==> config.mk <==
export PLATFORM = sky130hd
export DESIGN_NAME = top2_clap_light_flat
export DESIGN_NICKNAME = d
export VERILOG_FILES = /design/src/rtl/top2_clap_light_if.sv /design/src/rtl/top2_clap_light.sv /design/src/flat_wrapper.sv
export SDC_FILE = /design/constraint.sdc
export NUM_CORES = 1
export LEC_CHECK = 0
export CORE_MARGIN = 2
export CORE_UTILIZATION = 55
export CTS_CLUSTER_DIAMETER = 120
export DETAILED_ROUTE_END_ITERATION = 10
export GPL_TIMING_DRIVEN = 1
export PLACE_DENSITY_LB_ADDON = 0.05
export SLEW_MARGIN = 10
export SYNTH_ARGS = -nofsm -noshare
export SYNTH_HDL_FRONTEND = slang
export SYNTH_SLANG_ARGS = --single-unit
==> constraint.sdc <==
create_clock -name inclock -period 2.42 [get_ports inclock]
set_input_delay 0.484 -clock inclock [delete_from_list [all_inputs] [get_ports inclock]]
set_output_delay 0.484 -clock inclock [all_outputs]
set_load 0.03 [all_outputs]
==> src/rtl/top2_clap_light_if.sv <==
// SPI link between the clap-light controller (master) and the audio ADC (slave).
interface top2_clap_light_if;
  logic spi_clock;
  logic spi_chipselect;
  logic spi_data;

  modport master (
    output spi_clock,
    output spi_chipselect,
    input  spi_data
  );

  modport slave (
    input  spi_clock,
    input  spi_chipselect,
    output spi_data
  );
endinterface

==> src/rtl/top2_clap_light.sv <==
// Clap-clap light controller: polls an SPI ADC for audio samples, detects amplitude
// peaks and toggles the light output when two claps land within a bounded window.
module top2_clap_light #(
  parameter int                      SAMPLE_WIDTH = 16,
  parameter int                      SPI_DIV      = 4,
  parameter int                      CS_IDLE      = 8,
  parameter logic [SAMPLE_WIDTH-1:0] MIDSCALE     = 16'h8000,
  parameter logic [SAMPLE_WIDTH-1:0] THRESHOLD    = 16'h4000,
  parameter int                      HOLDOFF      = 8,
  parameter int                      WINDOW       = 64
) (
  input  logic               inclock,
  input  logic               inreset_n,
  top2_clap_light_if.master  spi,
  output logic               toglite_state
);

  localparam int DIV_W = (SPI_DIV > 1) ? $clog2(SPI_DIV) : 1;
  localparam int BIT_W = $clog2(SAMPLE_WIDTH);
  localparam int GAP_W = $clog2(CS_IDLE);
  localparam int CNT_MAX = (HOLDOFF > WINDOW) ? HOLDOFF : WINDOW;
  localparam int CNT_W = $clog2(CNT_MAX + 1);

  localparam logic [DIV_W-1:0] DIV_LAST   = DIV_W'(SPI_DIV - 1);
  localparam logic [BIT_W-1:0] BIT_LAST   = BIT_W'(SAMPLE_WIDTH - 1);
  localparam logic [GAP_W-1:0] GAP_LAST   = GAP_W'(CS_IDLE - 2);
  localparam logic [CNT_W-1:0] HOLDOFF_C  = CNT_W'(HOLDOFF);
  localparam logic [CNT_W-1:0] WINDOW_C   = CNT_W'(WINDOW);
  localparam logic [CNT_W-1:0] CNT_ONE    = CNT_W'(1);

  typedef enum logic [1:0] {IDLE, FRAME, GAP} spi_state_t;
  typedef enum logic [1:0] {WAIT1, HOLD1, WIN, HOLD2} clap_state_t;

  spi_state_t              spi_state;
  logic [DIV_W-1:0]        half_cnt;
  logic [BIT_W-1:0]        bit_cnt;
  logic [GAP_W-1:0]        gap_cnt;
  logic [SAMPLE_WIDTH-2:0] shift_reg;
  logic [SAMPLE_WIDTH-1:0] sample;
  logic                    sample_valid;

  clap_state_t             clap_state;
  logic [CNT_W-1:0]        clap_cnt;
  logic [SAMPLE_WIDTH-1:0] mag;
  logic                    peak;

  // SPI master: a FRAME entered with chipselect still high first drops it; the last
  // rising spi_clock edge closes the frame and delivers the word in the same cycle.
  always_ff @(posedge inclock) begin
    if (!inreset_n) begin
      spi_state          <= IDLE;
      spi.spi_clock      <= 1'b1;
      spi.spi_chipselect <= 1'b1;
      half_cnt           <= '0;
      bit_cnt            <= '0;
      gap_cnt            <= '0;
      shift_reg          <= '0;
      sample             <= '0;
      sample_valid       <= 1'b0;
    end else begin
      sample_valid <= 1'b0;
      case (spi_state)
        IDLE: spi_state <= FRAME;
        FRAME: begin
          if (spi.spi_chipselect) begin
            spi.spi_chipselect <= 1'b0;
            half_cnt           <= '0;
            bit_cnt            <= '0;
          end else if (half_cnt == DIV_LAST) begin
            half_cnt <= '0;
            if (spi.spi_clock) begin
              spi.spi_clock <= 1'b0;
            end else begin
              spi.spi_clock <= 1'b1;
              shift_reg     <= {shift_reg[SAMPLE_WIDTH-3:0], spi.spi_data};
              bit_cnt       <= bit_cnt + 1'b1;
              if (bit_cnt == BIT_LAST) begin
                spi.spi_chipselect <= 1'b1;
                sample             <= {shift_reg, spi.spi_data};
                sample_valid       <= 1'b1;
                gap_cnt            <= '0;
                spi_state          <= GAP;
              end
            end
          end else begin
            half_cnt <= half_cnt + 1'b1;
          end
        end
        GAP: begin
          if (gap_cnt == GAP_LAST) spi_state <= FRAME;
          else gap_cnt <= gap_cnt + 1'b1;
        end
        default: spi_state <= IDLE;
      endcase
    end
  end

  always_comb begin
    mag = '0;
    if (sample < MIDSCALE) mag = MIDSCALE - sample;
    else mag = sample - MIDSCALE;
    peak = (mag >= THRESHOLD);
  end

  // Clap detector: holdoff swallows the ringing of each clap, the window bounds the gap.
  always_ff @(posedge inclock) begin
    if (!inreset_n) begin
      clap_state    <= WAIT1;
      clap_cnt      <= '0;
      toglite_state <= 1'b0;
    end else if (sample_valid) begin
      case (clap_state)
        WAIT1: begin
          if (peak) begin
            clap_state <= HOLD1;
            clap_cnt   <= HOLDOFF_C;
          end
        end
        HOLD1: begin
          if (clap_cnt <= CNT_ONE) begin
            clap_state <= WIN;
            clap_cnt   <= WINDOW_C;
          end else begin
            clap_cnt <= clap_cnt - 1'b1;
          end
        end
        WIN: begin
          if (peak) begin
            toglite_state <= ~toglite_state;
            clap_state    <= HOLD2;
            clap_cnt      <= HOLDOFF_C;
          end else if (clap_cnt <= CNT_ONE) begin
            clap_state <= WAIT1;
          end else begin
            clap_cnt <= clap_cnt - 1'b1;
          end
        end
        HOLD2: begin
          if (clap_cnt <= CNT_ONE) clap_state <= WAIT1;
          else clap_cnt <= clap_cnt - 1'b1;
        end
        default: clap_state <= WAIT1;
      endcase
    end
  end

endmodule

==> src/flat_wrapper.sv <==
// flat-port wrapper written by rule: the top's interface ports become plain ports
module top2_clap_light_flat 
#(
  parameter int                      SAMPLE_WIDTH = 16,
  parameter int                      SPI_DIV      = 4,
  parameter int                      CS_IDLE      = 8,
  parameter logic [SAMPLE_WIDTH-1:0] MIDSCALE     = 16'h8000,
  parameter logic [SAMPLE_WIDTH-1:0] THRESHOLD    = 16'h4000,
  parameter int                      HOLDOFF      = 8,
  parameter int                      WINDOW       = 64
)
  (inclock, inreset_n, toglite_state, spi_spi_clock, spi_spi_chipselect, spi_spi_data);
  top2_clap_light_if spi_i ();
  input  logic inclock;
  input  logic inreset_n;
  output logic toglite_state;
  output wire logic [$bits(spi_i.spi_clock)-1:0] spi_spi_clock;
  output wire logic [$bits(spi_i.spi_chipselect)-1:0] spi_spi_chipselect;
  input wire logic [$bits(spi_i.spi_data)-1:0] spi_spi_data;
  assign spi_spi_clock = spi_i.spi_clock;
  assign spi_spi_chipselect = spi_i.spi_chipselect;
  assign spi_i.spi_data = spi_spi_data;
  top2_clap_light #(.SAMPLE_WIDTH(SAMPLE_WIDTH), .SPI_DIV(SPI_DIV), .CS_IDLE(CS_IDLE), .MIDSCALE(MIDSCALE), .THRESHOLD(THRESHOLD), .HOLDOFF(HOLDOFF), .WINDOW(WINDOW)) u_core (.inclock(inclock), .inreset_n(inreset_n), .spi(spi_i), .toglite_state(toglite_state));
endmodule
==> flow_summary_export.csv <==
group,metric,value,unit
power,powerDensity,541,nW/um^2
setup_path,startpoint,"u_core.clap_cnt[1]",
grt,grt_pass1_wl,8370,um
placement,gp_congestion,0.813,
yosys,synth-edff-count,0,
yosys,yosys.cell_types.count,56,
detailed_routing,viasPerCell,5.81,
floorplan,rows,24,
placement,placed_cells,321,
detailed_routing,drtPass1Iterations,4,
grt,track_usage,0.203,
setup_path,cp-end-kind,"register",
power,internal-power,1.16,mW
timing,period_share,0.841,
clock_network,clk_pin_slew_worst_paths,100,ps
yosys,netlist_area,2570,um^2
detailed_routing,antenna_left,0,
detailed_routing,vias,1913,
floorplan,pin_count,6,
placement,place.port_buffers,5,
power,power_frac_comb,0.036,
clock_network,cts_hold_buf,0,
timing,finalCriticalPeriod,2040,ps
setup_path,cp_max_fo,6,
layout,insertedDiodeCount,0,
yosys,ys_seq_area_frac,0.429,
setup_path,crit_family,"flip-flops",
setup_path,start_kind,"register",
floorplan,die_h,72.3,um
timing,finalMaxSlewViolations,0,
floorplan,core_area,4410,um^2
floorplan,start_util,0.582,
timing,rsz0062_at_grt,"no",
yosys,synth_top_area_frac,0.429,
timing,timing.hold.ws,474,ps
clock_network,cts_made_buffers,5,
setup_path,arrival,2290,ps
floorplan,dieArea,5230,um^2
power,ir_worst_vdd,0.379,mV
timing,clock.fmax,0.491,GHz
flow_run,max_cap_viol_count,0,
yosys,async_flop_share,0,
placement,place_ws,350,ps
timing,setup_viol,0,
power,switching_power,332,uW
layout,largest_reg_flops,16,
setup_path,slowest_delay,450,ps
clock_network,cts_root_buf,"clkbuf_8",
setup_path,crit_buf_inv,2,
yosys,synth_flop_cell,"dfxtp_1",
placement,dpl_cell_area,2670,um^2
timing,worst_slew_pin_slew,571,ps
timing,setup_ws,384,ps
run_status,status,"completed",
power,p_leak,0.999,nW
detailed_routing,drc,0,
hold_path,min_from,"u_core.shift_reg[14]",
clock_network,clk_latency,310,ps
yosys,synth-seq-cells,55,
clock_network,cts_setup_buffers,0,
setup_path,cp.required,2670,ps
setup_path,r2r_start,"u_core.clap_cnt[1]",
floorplan,die_w,72.3,um
setup_path,critPathSlowestCell,"dfxtp_1",
grt,antenna_found_initial,0,
power,clockPowerShare,0.355,
setup_path,critPathKind,"reg -> reg",
timing,slew_headroom,0.618,
detailed_routing,drt-total-wl,4730,um
yosys,synth_area_leaders,"dfxtp_1, a22o_1, a21boi_0, nand2_1, ha_1",
yosys,ys_warn_count,0,
clock_network,cts_tree,"done",
detailed_routing,wl_per_cell,14.4,um
power,seqPwrFrac,0.609,
placement,dpl.hpwl,3300,um
layout,design_area,2770,um^2
yosys,synthCells,269,
clock_network,cts_resized,0,
grt,gr-total-overflow,0,
timing,hold_viol_final,0,
clock_network,clockBufferDepth,2,
layout,layout-drive-gt1-share,0.105,
grt,grt_pass1_vias,1841,
yosys,synth_top_area_cell,"dfxtp_1",
layout,nets,286,
detailed_routing,drt-initial-drc-count,147,
timing,fin_setup_tns,0,ps
timing,fin_worst_skew,5.95,ps
setup_path,crit_chain,"inv_1, ha_1, o21bai_1, and3_1, inv_1, ha_1, nand2b_1, o221a_2, nor2_1",
layout,instances_no_fill,329,
grt,grt_max_degree,19,
clock_network,h-tree-depth,2,
power,switching_share,0.222,
yosys,syn_area_per_cell,9.55,um^2
hold_path,hold_path.class,"reg -> reg",
yosys,synth_nets,279,
clock_network,cts.sinks,55,
layout,area_growth_syn_to_layout,7.65,%
## per-stage QoR
step,power [mW],util
final,1.50,0.626
after global routing,1.56,0.626
after CTS,1.52,0.626
after detailed placement,0.986,0.605
after global placement,0.986,0.605
after floorplan,0.971,-
## synth_stat cells (all sizes together), types with 2 or more instances
cell / n
ha: 7
a21oi: 8
a21boi: 17
nor4: 5
a31oi: 3
nand3: 17
and3: 3
nand3b: 3
nand4b: 2
inv: 9
a21o: 2
o31ai: 3
nor2: 12
o21a: 3
and2: 5
xnor2: 3
nand2: 30
buf: 6
a22o: 17
nand2b: 6
mux2i: 3
nor3: 4
dfxtp: 55
clkbuf: 8
nand4: 4
o21ai: 6
nor2b: 7
o32ai: 2
nor4b: 2
## path summary, 6_finish.rpt
| check | to | slack [ps] | depth (start not counted) |
|---|---|---|---|
| hold reg to reg | u_core.sample[15] | 470 | 1 |
| setup / recovery | u_core.clap_cnt[0] | 380 | 9 |
| hold / removal | u_core.sample[15] | 470 | 1 |
| setup reg to reg | u_core.clap_cnt[0] | 380 | 9 |
## power groups by stage
stage / clock network, mW / registers [mW] / logic [mW]
after floorplan: 0 / 0.933 / 0.0382
after global placement: 0 / 0.932 / 0.0538
after detailed placement: 0 / 0.932 / 0.0541
after CTS: 0.550 / 0.911 / 0.0543
after global routing: 0.584 / 0.912 / 0.0602
final: 0.532 / 0.911 / 0.0538
## per-layer routing
layer / GRT usage / wire length, um / part of all wire
met2: 0.319 / 2180 / 0.46
met5: 0 / 0 / 0
met3: 0.0500 / 145 / 0.031
met4: 0.0776 / 69 / 0.015
met1: 0.270 / 2340 / 0.49
## cell usage in the layout (no fill, tap or decap), drive strengths merged, types with 2 or more instances in the layout
cell type      count
nor4b              2
xnor2              3
nor2              12
nand2b             6
a21o               2
nand4              4
o21a               3
o32ai              2
mux2i              3
a21oi              8
inv                9
nor4               5
a22o              17
nand4b             2
nand3             17
and3               3
a31oi              3
o31ai              3
dfxtp             55
clkdlybuf4s50      5
o21ai              6
a21boi            17
ha                 7
buf                9
nand3b             3
clkbuf             7
nor3               4
and2               5
nand2             30
nor2b              7
## layout make-up
| cell class | count | area, um^2 |
|---|---|---|
| Fill cell | 391 | 1650 |
| Multi-Input combinational cell | 191 | 1350 |
| Sequential cell | 55 | 1100 |
| Timing Repair Buffer | 14 | 118 |
| Clock buffer | 7 | 86.3 |
| Tap cell | 52 | 65.1 |
| Inverter | 9 | 33.8 |
| Clock inverter | 1 | 8.76 |
## logic make-up after synthesis
logic type               synth area share
AO/OA/AOI/OAI                       0.219
multiplexers                       0.0117
adder cells (fa/ha/maj)            0.0341
buffers and inverters              0.0448
AND/OR/NAND/NOR                     0.248
XOR/XNOR                           0.0136
flip-flops                          0.429
(Power assumes the default switching activity.)
